[src/rtl/uart_rx_frame_ctrl.sv]
`default_nettype none
// ============================================================================
// Module      : uart_rx_frame_ctrl
// Description : UART receive frame controller. Walks a frame through
//               START / DATA / PARITY / STOP using an external edge/bit
//               counter, samples each bit near its centre, checks parity
//               and stop bit, and presents good bytes with a one-cycle
//               strobe.
//               Build option UART_RX_MAJORITY_EN: when defined, each bit is
//               a 3-sample majority vote around the bit centre; otherwise a
//               single centre sample is used.
// Revision    : 1.0 - initial release
// ============================================================================
module uart_rx_frame_ctrl (
  input  logic       clk,
  input  logic       rst,
  input  logic       RX_IN,
  input  logic       PAR_EN,
  input  logic       PAR_TYP,
  input  logic [5:0] Prescale,
  input  logic [4:0] edge_cnt,
  input  logic [3:0] bit_cnt,
  output logic       cnt_enable,
  output logic [7:0] P_DATA,
  output logic       data_valid,
  output logic       par_err,
  output logic       stp_err
);

  typedef enum logic [2:0] {
    S_IDLE   = 3'd0,
    S_START  = 3'd1,
    S_DATA   = 3'd2,
    S_PARITY = 3'd3,
    S_STOP   = 3'd4
  } state_t;

  state_t     r_state;
  state_t     w_next;

  logic       r_par_en;
  logic       r_par_typ;
  logic [7:0] r_shift;
  logic [2:0] r_data_idx;   // data EOBs seen so far; backs up bit_cnt for exit
  logic       r_sampled;

  logic [5:0] w_edge;
  logic [5:0] w_half;
  logic [5:0] w_last;
  logic       w_eob;
  logic       w_data_last;
  logic       w_exp_par;
  logic [2:0] w_bit_idx;
  logic       w_bit_ok;

  assign w_edge = {1'b0, edge_cnt};
  assign w_half = {1'b0, Prescale[5:1]};
  // Out-of-range prescales fall back to the 5-bit counter ceiling so EOB
  // always arrives and the FSM cannot stall.
  assign w_last = ((Prescale == 6'd0) || (Prescale > 6'd32)) ? 6'd31 : (Prescale - 6'd1);
  assign w_eob  = (r_state != S_IDLE) && (w_edge >= w_last);

  // Leave DATA on the 8th data bit, even if the counter misreports bit_cnt.
  assign w_data_last = (bit_cnt >= 4'd8) || (r_data_idx == 3'd7);
  assign w_exp_par   = (^r_shift) ^ r_par_typ;
  // bit_cnt 1..8 maps to shift bit 0..7 (bit_cnt 8 wraps to 0-1 = 7).
  assign w_bit_idx   = bit_cnt[2:0] - 3'd1;
  assign w_bit_ok    = (bit_cnt >= 4'd1) && (bit_cnt <= 4'd8);

`ifdef UART_RX_MAJORITY_EN
  logic r_s0;
  logic r_s1;

  // Capture the two early samples that precede the majority decision.
  always_ff @(posedge clk or posedge rst) begin
    if (rst) begin
      r_s0 <= 1'b0;
      r_s1 <= 1'b0;
    end else if (r_state != S_IDLE) begin
      if (w_edge == (w_half - 6'd1)) r_s0 <= RX_IN;
      if (w_edge == w_half)          r_s1 <= RX_IN;
    end
  end

  // Register the majority of the three samples on the third sample point.
  always_ff @(posedge clk or posedge rst) begin
    if (rst) begin
      r_sampled <= 1'b0;
    end else if ((r_state != S_IDLE) && (w_edge == (w_half + 6'd1))) begin
      r_sampled <= (r_s0 & r_s1) | (r_s0 & RX_IN) | (r_s1 & RX_IN);
    end
  end
`else
  // Register a single sample taken at the bit centre.
  always_ff @(posedge clk or posedge rst) begin
    if (rst) begin
      r_sampled <= 1'b0;
    end else if ((r_state != S_IDLE) && (w_edge == w_half)) begin
      r_sampled <= RX_IN;
    end
  end
`endif

  // State register.
  always_ff @(posedge clk or posedge rst) begin
    if (rst) r_state <= S_IDLE;
    else     r_state <= w_next;
  end

  // Next-state decode and counter enable.
  always_comb begin
    w_next     = r_state;
    cnt_enable = 1'b1;
    case (r_state)
      S_IDLE: begin
        cnt_enable = 1'b0;
        if (!RX_IN) w_next = S_START;
      end
      S_START: begin
        if (w_eob) w_next = r_sampled ? S_IDLE : S_DATA;
      end
      S_DATA: begin
        if (w_eob && w_data_last) w_next = r_par_en ? S_PARITY : S_STOP;
      end
      S_PARITY: begin
        if (w_eob) w_next = S_STOP;
      end
      S_STOP: begin
        if (w_eob) w_next = S_IDLE;
      end
      default: begin
        w_next = S_IDLE;
      end
    endcase
  end

  // Frame datapath: config latch, shift register, error flags and output byte.
  always_ff @(posedge clk or posedge rst) begin
    if (rst) begin
      r_par_en   <= 1'b0;
      r_par_typ  <= 1'b0;
      r_shift    <= 8'h00;
      r_data_idx <= 3'd0;
      par_err    <= 1'b0;
      stp_err    <= 1'b0;
      P_DATA     <= 8'h00;
      data_valid <= 1'b0;
    end else begin
      data_valid <= 1'b0;
      case (r_state)
        S_IDLE: begin
          if (!RX_IN) begin
            r_par_en   <= PAR_EN;
            r_par_typ  <= PAR_TYP;
            r_data_idx <= 3'd0;
            par_err    <= 1'b0;
            stp_err    <= 1'b0;
          end
        end
        S_DATA: begin
          if (w_eob) begin
            if (w_bit_ok) r_shift[w_bit_idx] <= r_sampled;
            r_data_idx <= r_data_idx + 3'd1;
          end
        end
        S_PARITY: begin
          if (w_eob) par_err <= (r_sampled != w_exp_par);
        end
        S_STOP: begin
          if (w_eob) begin
            stp_err <= ~r_sampled;
            if (!par_err && r_sampled) begin
              P_DATA     <= r_shift;
              data_valid <= 1'b1;
            end
          end
        end
        default: begin
        end
      endcase
    end
  end

endmodule
`default_nettype wire
[config.mk]
export PLATFORM = sky130hd
export DESIGN_NAME = uart_rx_frame_ctrl
export DESIGN_NICKNAME = d
export VERILOG_FILES = /design/src/rtl/uart_rx_frame_ctrl.sv
export SDC_FILE = /design/constraint.sdc
export NUM_CORES = 1
export LEC_CHECK = 0
export BUFFER_PORTS_ARGS = -buffer_cell sky130_fd_sc_hd__buf_4
export CORE_MARGIN = 2
export CORE_UTILIZATION = 48
export CTS_CLUSTER_DIAMETER = 200
export DETAILED_ROUTE_END_ITERATION = 10
export PLACE_DENSITY = 0.7
export REMOVE_ABC_BUFFERS = 1
export SYNTH_ARGS = -nofsm -noshare
export SYNTH_HDL_FRONTEND = slang
export SYNTH_SLANG_ARGS = --single-unit
[constraint.sdc]
create_clock -name clk -period 2.1 [get_ports clk]
set_input_delay 0.315 -clock clk [delete_from_list [all_inputs] [get_ports clk]]
set_output_delay 0.315 -clock clk [all_outputs]
set_load 0.02 [all_outputs]
### Word-level counts from Yosys, hierarchy flattened

Cells that the tools add are included.

* $add $sub $neg: 3
* reduce and logical (&&, ||, !) cells: 23
* multiplexer cells: 24
* order comparisons: 7
* equal/unequal tests: 13
* bitwise logic cells: 3

Operator list (count)
* two-way mux 3 bit: 8
* case mux 3 bit (5 select lines): 1
* AND reduction 3 bit: 5
* != test 2 bit (second input constant): 6
* bitwise mux 8 bit: 1
* two-way mux 1 bit: 8
* parity 8 bit: 1
* == test 3 x 2 -> 1 bit (second input constant): 2
* == test 3 bit (second input constant): 2
* greater-or-equal comparator 5 x 6 -> 1 bit: 1
* > comparator 6 bit (second input constant): 1
* logical AND 1 bit: 6
* zero test 6 bit: 1
* two-way mux 6 bit: 1
* case mux 3 bit (2 select lines): 1
* nonzero test 2 bit: 3
* subtractor 6 x 1 -> 6 bit (second input constant): 1
* == test 5 bit: 1
* AND reduction 5 bit: 1
* greater-or-equal comparator 4 x 1 -> 1 bit (second input constant): 1
* greater-or-equal comparator 4 bit (second input constant): 1
* less-or-equal comparator 4 bit (second input constant): 1
* less-than comparator 3 x 4 -> 1 bit (second input constant): 1
* case mux 1 bit (2 select lines): 2
* other kinds (14): 16

* logic and storage cells: 83
* bits in registers: 28
* output and inout bits: 12
* input bits: 20

### Depth between registers and ports, before layout

* depth in word-level cells: 8
* depth in mapped cells: 11
* gate-level depth less buffers: 11

### Worst setup path before layout

No wires, ideal clock.

* kind: input to register
* start: input Prescale[0]
* end: register r_shift[2]
* data required time: 1.972 ns
* slack: -0.386 ns
* buffers on the path: 0
* data arrival time: 2.358 ns
* stages: 10
* library setup time: 0.128 ns
* cells stage by stage: inv_1 > ha_1 > and2_1 > xor2_1 > nor2_1 > ha_1 > a211oi_1 > o21a_1 > nor3_1 > mux2_1

* longest elaborated chain between the ends: 6
* elaborated cells between the ends (all ways): 8
* classes of those cells: add/sub: 1; order compare: 2; mux: 1; reduce/logical: 4

Ends and longest elaborated chain
* start: declaration: RTL line 20 `input logic [5:0] Prescale,`
* > comparator 6 bit or zero test 6 bit (tied branches): RTL line 60 `assign w_last = ((Prescale == 6'd0) || (Prescale > 6'd32)) ? 6'd31 : (Prescale - 6'd1);`
* logical OR 1 bit: RTL line 60
* two-way mux 6 bit *: RTL line 60
* greater-or-equal comparator 5 x 6 -> 1 bit *: RTL line 61 `assign w_eob = (r_state != S_IDLE) && (w_edge >= w_last);`
* logical AND 1 bit *: RTL line 61
* AND reduction 3 bit (no line) *
* end signal: indexed assignment: RTL line 162 `if (w_bit_ok) r_shift[w_bit_idx] <= r_sampled;`
* end: declaration: RTL line 43 `logic [7:0] r_shift;`

Every way passes the cells marked *; elsewhere a longest branch is shown, timed or not.
A chain may end at the register's enable or synchronous reset.

### Worst setup path after layout

* start: input Prescale[3]
* end: register r_shift[4]

The elaborated chain is that of the path after synthesis.

==> results.yml <==
clock_tree:
  clk_pin_slew_ns: 0.10
  clk_latency_ns: 0.28
  cts_tree: "built"
  clock_path_buffers: 2
  ctsRootBufferMaster: "clkbuf_8"
  cts_made_buffers: 3
  cts_num_sinks: 28
  h-tree-depth: 1
placed_design:
  gp_congestion: 0.8247
  dp_hpwl_um: 3254
  io_buffers: 31
  dpl_cell_area_um2: 2245
logic_synthesis:
  ys.warnings.count: 0
  synth-compound-area-share_pct: 6.792
  synth-simple-area-share_pct: 19.50
  netlist_area_um2: 1861
  ys_types: 40
  syn_inst: 180
  yosys.area_share.adder_pct: 7.397
  yosys-top-cells-area: "dfrtp_1 (38%), ha_1 (7.4%), xnor2_1 (7.1%)"
  yosysTopAreaCell: "dfrtp_1"
  syn_avg_cell_area_um2: 10.34
  synth_top_family_by_area: "simple AND/OR/NAND/NOR gates"
  synth-xor-area-share_pct: 9.886
  ys_seq_area_share_pct: 37.66
  synthMuxAreaShare_pct: 14.59
  synth_top_area_share_pct: 37.66
  ys_ff_latch: 28
setup_path:
  cp_max_fo: 8
  endpoint_kind: "flip-flop"
  arrival_ns: 2.41
  critical_path_required_ns: 2.27
  critPathLaunchType: "input port"
  path_class: "input port to flip-flop"
finish:
  nFillCells: 260
  drive_gt1_share_pct: 48.74
  final_cell_mix: "buf_4 (51), dfrtp_1 (28), nand2_1 (17), mux2_4 (16), xnor2_1 (14)"
  regArea_um2: 700.7
  final_nets: 270
  fin_area_um2: 2693
  final_common_cell: "buf_4"
  syn2layout_area_growth_pct: 44.72
  multi_input_area_um2: 1366
  antennaDiodeCount: 0
pwr:
  powerDensity_nw_per_um2: 733.5
  p_leak_nw: 1.326
  vdd_drop_max_v: 0.0005038
floorplan:
  dieHeight_um: 66.26
  start_util_pct: 50.44
  core_um2: 3689
  rows: 22
  io_pins: 32
  design.die.area_um2: 4390
  die_w_um: 66.26
grt:
  grt_pass1_vias: 1694
  top_usage_layer: "met2"
  use_met2_pct: 44.63
  grt_pass1_wl_um: 8066
  grtUsageTotal_pct: 24.24
  grt_max_degree: 21
  grt.overflow.total: 0
  grt_util_met1_pct: 28.54
  antenna_found_initial: 0
  grtUsageMet3_pct: 4.429
job:
  cap_viol_max_count: 0
worst_hold_path:
  hp-class: "input port to flip-flop"
route:
  wirelength_um: 5342
  drcViolationCount: 0
  drtAntennaViolNets: 0
  vias: 1618
  viasPerCell: 5.657
  wl_per_cell_um: 18.68
  drt_first_pass_iters: 4
  drtIter0Drc: 116
status:
  status: "finished, violations left"
  violations: "setup timing"
sta:
  worst_pin_slew_ns: 0.7948
  period_share_pct: 106.5
  fin_hold_ws_ns: 0.2239
  setup_viol: 24
  slew_viol_final: 0
  fin_ws_ns: -0.1366
  finClkSkew_ns: 0.008317
  rsz0062_at_grt: "true"
  finalHoldViolations: 0
  period_minus_slack_ns: 2.237
  slew_headroom_pct: 46.90
  fmax_ghz: 0.4471
==> critical path, stage by stage <==
cell      delay (ns)
buf_8           0.10
nor3_4          0.20
and2_4          0.21
xnor2_2         0.13
nand2_1         0.08
ha_1            0.28
nand2b_4        0.13
a21oi_4         0.07
o21a_4          0.29
nor3_4          0.27
mux2_4          0.33
==> cells in the mapped netlist (all sizes together) <==
cell and count:
a2111oi 1, a211oi 1, a21oi 3, a311oi 1, a31o 2, and2 3
buf 4, clkbuf 1, dfrtp 28, ha 11, inv 11, mux2 17
mux2i 5, nand2 18, nand2b 4, nand3 2, nand4 6, nor2 15
nor2b 2, nor3 14, nor3b 1, nor4 1, o211a 1, o211ai 1
o21a 1, o21ai 3, o21bai 1, or3 1, xnor2 15, xor2 6
==> path summary, 6_finish.rpt <==
check	from	to	slack, ns	depth (start not counted)
setup / recovery	Prescale[3]	r_shift[4]	-0.14	11
hold / removal	PAR_TYP	r_par_typ	0.22	3
setup reg to reg	r_state[0]	P_DATA[0]	-0.04	5
hold reg to reg	r_data_idx[0]	r_data_idx[0]	0.49	1
max in group asynchronous	rst	r_state[0]	0.96	4
min in group asynchronous	rst	r_shift[5]	0.54	3
==> stage by stage <==
stage          util (%)  power, mW  setup TNS (ns)  worst slack [ns]  cells
2_1_floorplan         -      1.177          -7.173           -0.3856    175
3_3_place_gp      60.85      1.428          -10.26           -0.4998    271
3_5_place_dp      60.85      1.449          -13.08           -0.6215    271
4_1_cts           69.06      1.883         -0.6461          -0.08777    279
5_1_grt           73.00      2.093          -3.718           -0.1937    286
6_report          73.00      1.975          -2.114           -0.1366    286
==> cells by family (layout without fill, tap and decap cells) <==
group | after synthesis | after routing
AO/OA/AOI/OAI | 15 | 15
XOR/XNOR | 21 | 21
adder cells (fa/ha/maj) | 11 | 11
buffers and inverters | 16 | 73
flip-flops | 28 | 28
multiplexers | 22 | 22
AND/OR/NAND/NOR | 67 | 68
==> flip-flops by register name, indices dropped and copies added (netlist names) <==
signal	count
P_DATA	8
data_valid	1
par_err	1
r_data_idx	3
r_par_en	1
r_par_typ	1
r_sampled	1
r_shift	8
r_state	3
stp_err	1
==> repair_timing <==
item                                   CTS  global route
setup endpoints to repair               24            24
gates cloned                             1             0
hold buffers                             1             0
resized for setup                       42            17
buffers inserted                         2             7
endpoints found under the hold margin    8             0
pin swaps                               16            18
==> routing by layer <==
layer	wire (µm)	share of wire [%]	vias up
met5	0	0	-
met4	155	2.9	0
met3	277	5.2	19
met2	2866	54	69
met1	2042	38	794
li1	-	-	736
==> cell type report <==
cell class | count | area share [%]
inverter | 11 | 1.719
multi-input combinational | 137 | 50.74
clock buffer | 4 | 2.045
sequential | 28 | 26.02
tap | 48 | 2.230
timing repair buffer | 58 | 17.24
==> where the power goes <==
part           internal [mW]  total [mW]  switching (mW)
registers              0.629       0.737           0.108
logic                  0.419       0.898           0.479
clock network          0.168       0.340           0.172
total                   1.22        1.98           0.759
Power figures use the tool's default switching activity.
